### src/rtl/led_matrix_pkg.sv
// Shared sizing helpers for the PWM LED matrix scanner: slot length, pixel
// bit placement inside the frame buffer, and counter widths.
package led_matrix_pkg;

  function automatic int slot_len(input int blank, input int bpp, input int step);
    return blank + ((1 << bpp) - 1) * step;
  endfunction

  // Pixel (c, r) occupies BPP bits starting at this index of the frame buffer.
  function automatic int pix_base(input int c, input int r, input int rows, input int bpp);
    return (c * rows + r) * bpp;
  endfunction

  function automatic int cnt_width(input int n);
    return (n <= 1) ? 1 : $clog2(n);
  endfunction

  function automatic int t_width(input int blank, input int bpp, input int step);
    return cnt_width(slot_len(blank, bpp, step));
  endfunction

  function automatic int col_width(input int cols);
    return cnt_width(cols);
  endfunction

  function automatic int step_width(input int step);
    return cnt_width(step);
  endfunction

endpackage

### src/rtl/led_sync_edge.sv
// Two-flop synchroniser for an asynchronous pin, with a rising-edge pulse
// taken from the synchronised value.
module led_sync_edge (
  input  logic clk,
  input  logic rst_n,
  input  logic i_async,
  output logic o_sync,
  output logic o_rise
);

  logic r_meta;
  logic r_sync;
  logic r_prev;

  // synchroniser chain plus one history flop for edge detection
  always_ff @(posedge clk) begin
    if (!rst_n) begin
      r_meta <= 1'b0;
      r_sync <= 1'b0;
      r_prev <= 1'b0;
    end else begin
      r_meta <= i_async;
      r_sync <= r_meta;
      r_prev <= r_sync;
    end
  end

  assign o_sync = r_sync;
  assign o_rise = r_sync & ~r_prev;

endmodule

### src/rtl/led_matrix_pwm_scanner.sv
// Column-scanned LED matrix driver with per-pixel PWM brightness, serial
// pixel loading and a tear-free double-buffered frame store.
module led_matrix_pwm_scanner
  import led_matrix_pkg::*;
#(
  parameter int ROWS  = 8,
  parameter int COLS  = 8,
  parameter int BPP   = 2,
  parameter int STEP  = 4,
  parameter int BLANK = 2
) (
  input  logic            clk,
  input  logic            rst_n,
  input  logic            ena,
  input  logic            din,
  input  logic            dclk,
  input  logic            strobe,
  output logic [ROWS-1:0] row_out,
  output logic [COLS-1:0] col_sel,
  output logic            frame_start
);

  localparam int N  = ROWS * COLS * BPP;
  localparam int L  = slot_len(BLANK, BPP, STEP);
  localparam int TW = t_width(BLANK, BPP, STEP);
  localparam int CW = col_width(COLS);
  localparam int SW = step_width(STEP);

  localparam logic [TW-1:0] T_LAST  = TW'(L - 1);
  localparam logic [TW-1:0] T_BLANK = TW'(BLANK);
  localparam logic [CW-1:0] C_LAST  = CW'(COLS - 1);
  localparam logic [SW-1:0] S_LAST  = SW'(STEP - 1);

  logic           r_din_meta;
  logic           r_din_sync;
  logic           w_dclk_sync;
  logic           w_dclk_rise;
  logic           w_strobe_sync;
  logic           w_strobe_rise;

  logic [N-1:0]   r_sr;
  logic [N-1:0]   r_shadow;
  logic [N-1:0]   r_display;
  logic           r_pending;

  logic [TW-1:0]  r_t;
  logic [CW-1:0]  r_col;
  logic [SW-1:0]  r_step;
  logic [BPP-1:0] r_lvl;

  logic           w_frame_edge;
  logic [ROWS-1:0] w_row_nx;
  logic [COLS-1:0] w_col_nx;
  logic           w_fs_nx;

  led_sync_edge u_dclk_sync (
    .clk     (clk),
    .rst_n   (rst_n),
    .i_async (dclk),
    .o_sync  (w_dclk_sync),
    .o_rise  (w_dclk_rise)
  );

  led_sync_edge u_strobe_sync (
    .clk     (clk),
    .rst_n   (rst_n),
    .i_async (strobe),
    .o_sync  (w_strobe_sync),
    .o_rise  (w_strobe_rise)
  );

  // din gets the same two-flop delay as dclk so the pair stays aligned
  always_ff @(posedge clk) begin
    if (!rst_n) begin
      r_din_meta <= 1'b0;
      r_din_sync <= 1'b0;
    end else begin
      r_din_meta <= din;
      r_din_sync <= r_din_meta;
    end
  end

  assign w_frame_edge = ena & (r_t == '0) & (r_col == '0);

  // shift register, shadow latch and frame-boundary swap into the display buffer
  always_ff @(posedge clk) begin
    if (!rst_n) begin
      r_sr      <= '0;
      r_shadow  <= '0;
      r_display <= '0;
      r_pending <= 1'b0;
    end else begin
      if (w_dclk_rise) begin
        r_sr <= {r_sr[N-2:0], r_din_sync};
      end
      if (w_frame_edge && r_pending) begin
        r_display <= r_shadow;
      end
      // a strobe coinciding with the swap keeps pending so the new data shows next frame
      if (w_strobe_rise) begin
        r_shadow  <= r_sr;
        r_pending <= 1'b1;
      end else if (w_frame_edge) begin
        r_pending <= 1'b0;
      end
    end
  end

  // slot time, column, and step/level sub-counters that replace a divider
  always_ff @(posedge clk) begin
    if (!rst_n) begin
      r_t    <= '0;
      r_col  <= '0;
      r_step <= '0;
      r_lvl  <= '0;
    end else if (ena) begin
      if (r_t == T_LAST) begin
        r_t    <= '0;
        r_step <= '0;
        r_lvl  <= '0;
        r_col  <= (r_col == C_LAST) ? '0 : r_col + CW'(1);
      end else begin
        r_t <= r_t + TW'(1);
        if (r_t >= T_BLANK) begin
          if (r_step == S_LAST) begin
            r_step <= '0;
            r_lvl  <= r_lvl + BPP'(1);
          end else begin
            r_step <= r_step + SW'(1);
          end
        end
      end
    end
  end

  // next output values from the pre-edge slot position
  always_comb begin
    w_row_nx = '0;
    w_col_nx = '0;
    w_fs_nx  = w_frame_edge;
    if (ena && (r_t >= T_BLANK)) begin
      w_col_nx = COLS'(1'b1) << r_col;
      for (int r = 0; r < ROWS; r++) begin
        w_row_nx[r] = r_display[pix_base(int'(r_col), r, ROWS, BPP) +: BPP] > r_lvl;
      end
    end else begin
      w_row_nx = '0;
      w_col_nx = '0;
    end
  end

  // registered outputs
  always_ff @(posedge clk) begin
    if (!rst_n) begin
      row_out     <= '0;
      col_sel     <= '0;
      frame_start <= 1'b0;
    end else begin
      row_out     <= w_row_nx;
      col_sel     <= w_col_nx;
      frame_start <= w_fs_nx;
    end
  end

  logic w_unused;
  assign w_unused = w_dclk_sync ^ w_strobe_sync;

endmodule

### config.mk
export PLATFORM = sky130hd
export DESIGN_NAME = led_matrix_pwm_scanner
export DESIGN_NICKNAME = d
export VERILOG_FILES = /design/src/rtl/led_matrix_pkg.sv /design/src/rtl/led_sync_edge.sv /design/src/rtl/led_matrix_pwm_scanner.sv
export SDC_FILE = /design/constraint.sdc
export NUM_CORES = 1
export LEC_CHECK = 0
export CELL_PAD_IN_SITES_DETAIL_PLACEMENT = 1
export CELL_PAD_IN_SITES_GLOBAL_PLACEMENT = 2
export CORE_MARGIN = 2
export CORE_UTILIZATION = 35
export DETAILED_ROUTE_END_ITERATION = 8
export PLACE_DENSITY = 0.75
export SYNTH_ARGS = -nofsm -noshare
export SYNTH_HDL_FRONTEND = slang
export SYNTH_SLANG_ARGS = --single-unit
### constraint.sdc
create_clock -name clk -period 3.24 [get_ports clk]
set_clock_uncertainty 0.05 [all_clocks]
set_input_delay 0.486 -clock clk [delete_from_list [all_inputs] [get_ports clk]]
set_output_delay 0.486 -clock clk [all_outputs]
set_load 0.01 [all_outputs]
==> run metrics <==
Initial Utilization 35.6%; Std-Cell Rows 79; unrepaired setup endpoints after global routing false; pwr/cell area 583 nW/um^2; Final Hold Slack 0.380 ns; worst setup path startpoint r_col[0]; cells on worst reg2reg path 6; number of distinct standard cells referenced by the synthesized netlist 36; Port Buf Inserts 22; cell-internal power 0.00871 W; path class of the lowest-slack min-delay path reg2reg; DRT met1 WL 21,400 um; max capacitance violation total 0; maximum number of pins on one net before global-route repair 225; Critical Path Fanout Max 17; total of cells resized after clock tree synthesis 0; classification of the worst setup path reg2reg; portion of total power attributed to the clock network 50.2%; cell accounting for the most synthesized area sky130_fd_sc_hd__dfxtp_1; critical path arrival 3.05 ns; first-pass GRT wire length 71,000 um; TritonCTS Buffers 48; H-tree Lvls 2; Sink Count 421; startpoint type of the worst setup path flop; Core Box Area 46,700 um^2; detailed-route wire length per cell 17.5 um; post-CTS setup-driven buffer insertion count 0; final-report max-slew violation count 0; number of global-route vias before repair 12.9k; final estimated routing congestion in global placement 0.734; Final Setup Violations 0; overflow left after global routing 0; leakage power total 6.10 nW; flip-flop and latch count after synthesis 421; reg2reg setup slack 0.62 ns; Final #Nets 1,876; origin of the critical flop-to-flop path r_col[0]; slew at the pin closest to its max-slew limit 1.01 ns; share of the cycle needed by the critical path after routing 81.0%; top-level I/O count 23; combinational power share 2.9%; layout cells sized above 1 8.08%; # DRC 3; part of the power in registers 46.9%; master cell of the clock root buffer sky130_fd_sc_hd__clkbuf_16; die width 222 um; synthesized area per cell 8.78 um^2; Syn Std Cell Area 16,600 um^2; top area cells in the synthesized netlist sky130_fd_sc_hd__dfxtp_1 51%, sky130_fd_sc_hd__nand2_1 18%, sky130_fd_sc_hd__a21boi_0 12%, sky130_fd_sc_hd__a21boi_1 5.4%, sky130_fd_sc_hd__mux4_2 4.3%; area fraction of the dominant cell type after synthesis 50.8%; routed via count 12.4k; Top Metal Used met4; Worst-Skew Late Latency 0.58 ns; sw power 0.00237 W; number of warnings reported in the yosys synthesis log 0; Crit Reg-Reg Endpoint row_out[7]; Vias/cell 4.97; DR pass1 iterations 6; Detailed Place HPWL 25,700 um; post-synthesis instance total 1,889; maximum resistive drop on vdd 0.000334 V; final number of hold-violating endpoints 0; Rel. slew slack 32.6%; failing checks DRC; Routed WL 43,500 um; number of buffers inserted for hold repair after clock tree synthesis 0; end point of the critical path row_out[7]; buffer depth of the longest clock path 3; outcome finished, violations left; growth of design area from synthesis to finish 14.4%; total nets after synthesis 1,917; remaining number of nets flagged by the antenna check after routing 0; routed wl met3 1140 um; Period minus WS final 2.62 ns; initial antenna violation count 1; Finished Cell Area 19,000 um^2; share of total power consumed by net switching 21.4%; die outline height 222 um; area of placed instances 17,400 um^2; TritonCTS clock tree yes; starting DRC count in detailed routing 679; total length of routed met2 wires 20,000 um; Clock transition at path regs 0.06 ns; Seq/Total Area, Yosys 50.8%; global-route usage over all layers 17.9%; maximum clock rate 0.381 GHz; count of inserted antenna diode cells 0; Critical Path RT 3.66 ns; crit path capture type flop; aggregate negative setup slack 0 ns; die area 49,200 um^2
## cell usage after synthesis, drive strengths merged
cell type and number:
o21ai 4, inv 11, nor3b 1, clkbuf 99
nand2 777, nor3 1, and4bb 1, or3 2
o2111ai 1, ha 22, xnor2 1, and4b 1
a31o 1, buf 46, o211ai 2, xor2 1
a41oi 1, a21boi 388, mux2i 8, o21a 1
dfxtp 421, nand4b 2, and3 9, o31a 1
a21oi 10, nand3 6, nor2 3, nand2b 3
mux4 32, a211oi 8, nor2b 4, and2 13
mux2 8
## logic make-up (layout without fill, tap and decap cells)
group / Yosys count / in the layout / share of synthesized area (%)
and+or+nand+nor: 823 / 823 / 19.3
adders and majority gates: 22 / 22 / 1.66
buffers and inverters: 156 / 148 / 4.02
DFF: 421 / 421 / 50.8
muxes: 48 / 48 / 5.37
xor gates and xnor gates: 2 / 2 / 0.106
AOI/OAI and AO/OA: 417 / 417 / 18.7
## through the flow
step	util [%]	instances	setup WS [ns]	power [W]
6_report	40.7	2488	0.616	0.0111
5_1_grt	40.7	2488	0.495	0.0115
4_1_cts	40.7	2488	0.584	0.0113
3_5_place_dp	37.2	2405	0.604	0.00564
3_3_place_gp	37.2	2405	0.677	0.00564
2_1_floorplan	-	1889	0.968	0.00552
## registers in the layout, summed over array words and instances, names as in the netlist
register / cells
r_sr: 128
r_t: 4
u_dclk_sync.r_meta: 1
r_lvl: 2
r_display: 128
row_out: 8
r_din_meta: 1
r_pending: 1
col_sel: 8
r_shadow: 128
u_strobe_sync.o_sync: 1
u_dclk_sync.o_sync: 1
r_col: 3
frame_start: 1
u_strobe_sync.r_prev: 1
r_din_sync: 1
u_strobe_sync.r_meta: 1
u_dclk_sync.r_prev: 1
r_step: 2
## cells in the final DEF (no fill, tap or decap), types with 2 or more instances in the layout
| master | instances |
|---|---|
| sky130_fd_sc_hd__buf_12 | 11 |
| sky130_fd_sc_hd__clkdlybuf4s50_1 | 21 |
| sky130_fd_sc_hd__a211oi_1 | 8 |
| sky130_fd_sc_hd__clkbuf_1 | 14 |
| sky130_fd_sc_hd__buf_4 | 21 |
| sky130_fd_sc_hd__mux4_2 | 32 |
| sky130_fd_sc_hd__nand4b_1 | 2 |
| sky130_fd_sc_hd__inv_6 | 2 |
| sky130_fd_sc_hd__clkbuf_16 | 49 |
| sky130_fd_sc_hd__mux2i_1 | 8 |
| sky130_fd_sc_hd__a21oi_1 | 10 |
| sky130_fd_sc_hd__nor2b_1 | 2 |
| sky130_fd_sc_hd__mux2_2 | 8 |
| sky130_fd_sc_hd__clkinv_2 | 2 |
| sky130_fd_sc_hd__or3_1 | 2 |
| sky130_fd_sc_hd__nand2b_4 | 2 |
| sky130_fd_sc_hd__inv_1 | 11 |
| sky130_fd_sc_hd__o21ai_0 | 4 |
| sky130_fd_sc_hd__dfxtp_1 | 419 |
| sky130_fd_sc_hd__clkbuf_8 | 11 |
| sky130_fd_sc_hd__dfxtp_2 | 2 |
| sky130_fd_sc_hd__bufinv_16 | 5 |
| sky130_fd_sc_hd__nor2b_4 | 2 |
| sky130_fd_sc_hd__nor2_1 | 3 |
| sky130_fd_sc_hd__a21boi_1 | 120 |
| sky130_fd_sc_hd__o211ai_1 | 2 |
| sky130_fd_sc_hd__ha_1 | 22 |
| sky130_fd_sc_hd__nand3_1 | 5 |
| sky130_fd_sc_hd__and2_1 | 13 |
| sky130_fd_sc_hd__nand2_1 | 777 |
| sky130_fd_sc_hd__and3_1 | 8 |
| sky130_fd_sc_hd__a21boi_0 | 268 |
## area by class of cell
class	instances	area, um^2
fillers	5368	27700
flip-flops and latches	421	8430
multi-input cells	1312	7540
clock buffers	74	1430
well taps	607	759
repair buffers	54	603
clock inverters	9	178
inverters	11	41.3
## power groups by stage
stage          Combinational, W  Clock (W)  Sequential [W]
3_5_place_dp           0.000332          0         0.00531
2_1_floorplan          0.000218          0         0.00530
5_1_grt                0.000350    0.00595         0.00519
4_1_cts                0.000332    0.00575         0.00520
6_report               0.000322    0.00556         0.00520
3_3_place_gp           0.000328          0         0.00531
## metal layers
metal,vias to the layer above,GRT usage [%]
li1,6103,-
met1,6082,24.3
met2,111,29.6
met3,59,2.56
met4,0,5.30
met5,-,0
## worst min-delay path by stage
stage / start / endpoint / slack (ns) / cells past startpoint
finish: u_strobe_sync.r_meta / u_strobe_sync.o_sync / 0.38 / 1
global route: u_dclk_sync.r_meta / u_dclk_sync.o_sync / 0.41 / 1
CTS: u_strobe_sync.r_meta / u_strobe_sync.o_sync / 0.38 / 1
detailed placement: u_strobe_sync.r_meta / u_strobe_sync.o_sync / 0.37 / 1
global placement: u_strobe_sync.r_meta / u_strobe_sync.o_sync / 0.36 / 1
floorplan: r_din_meta / r_din_sync / 0.36 / 1
## worst max-delay path, cell delays in order (launching register included)
cell                       delay [ns]
sky130_fd_sc_hd__dfxtp_2         0.60
sky130_fd_sc_hd__buf_4           0.41
sky130_fd_sc_hd__mux4_2          0.55
sky130_fd_sc_hd__mux2_2          0.28
sky130_fd_sc_hd__ha_1            0.31
sky130_fd_sc_hd__a21oi_1         0.08
sky130_fd_sc_hd__a211oi_1        0.23
Power figures use the tool's default switching activity.
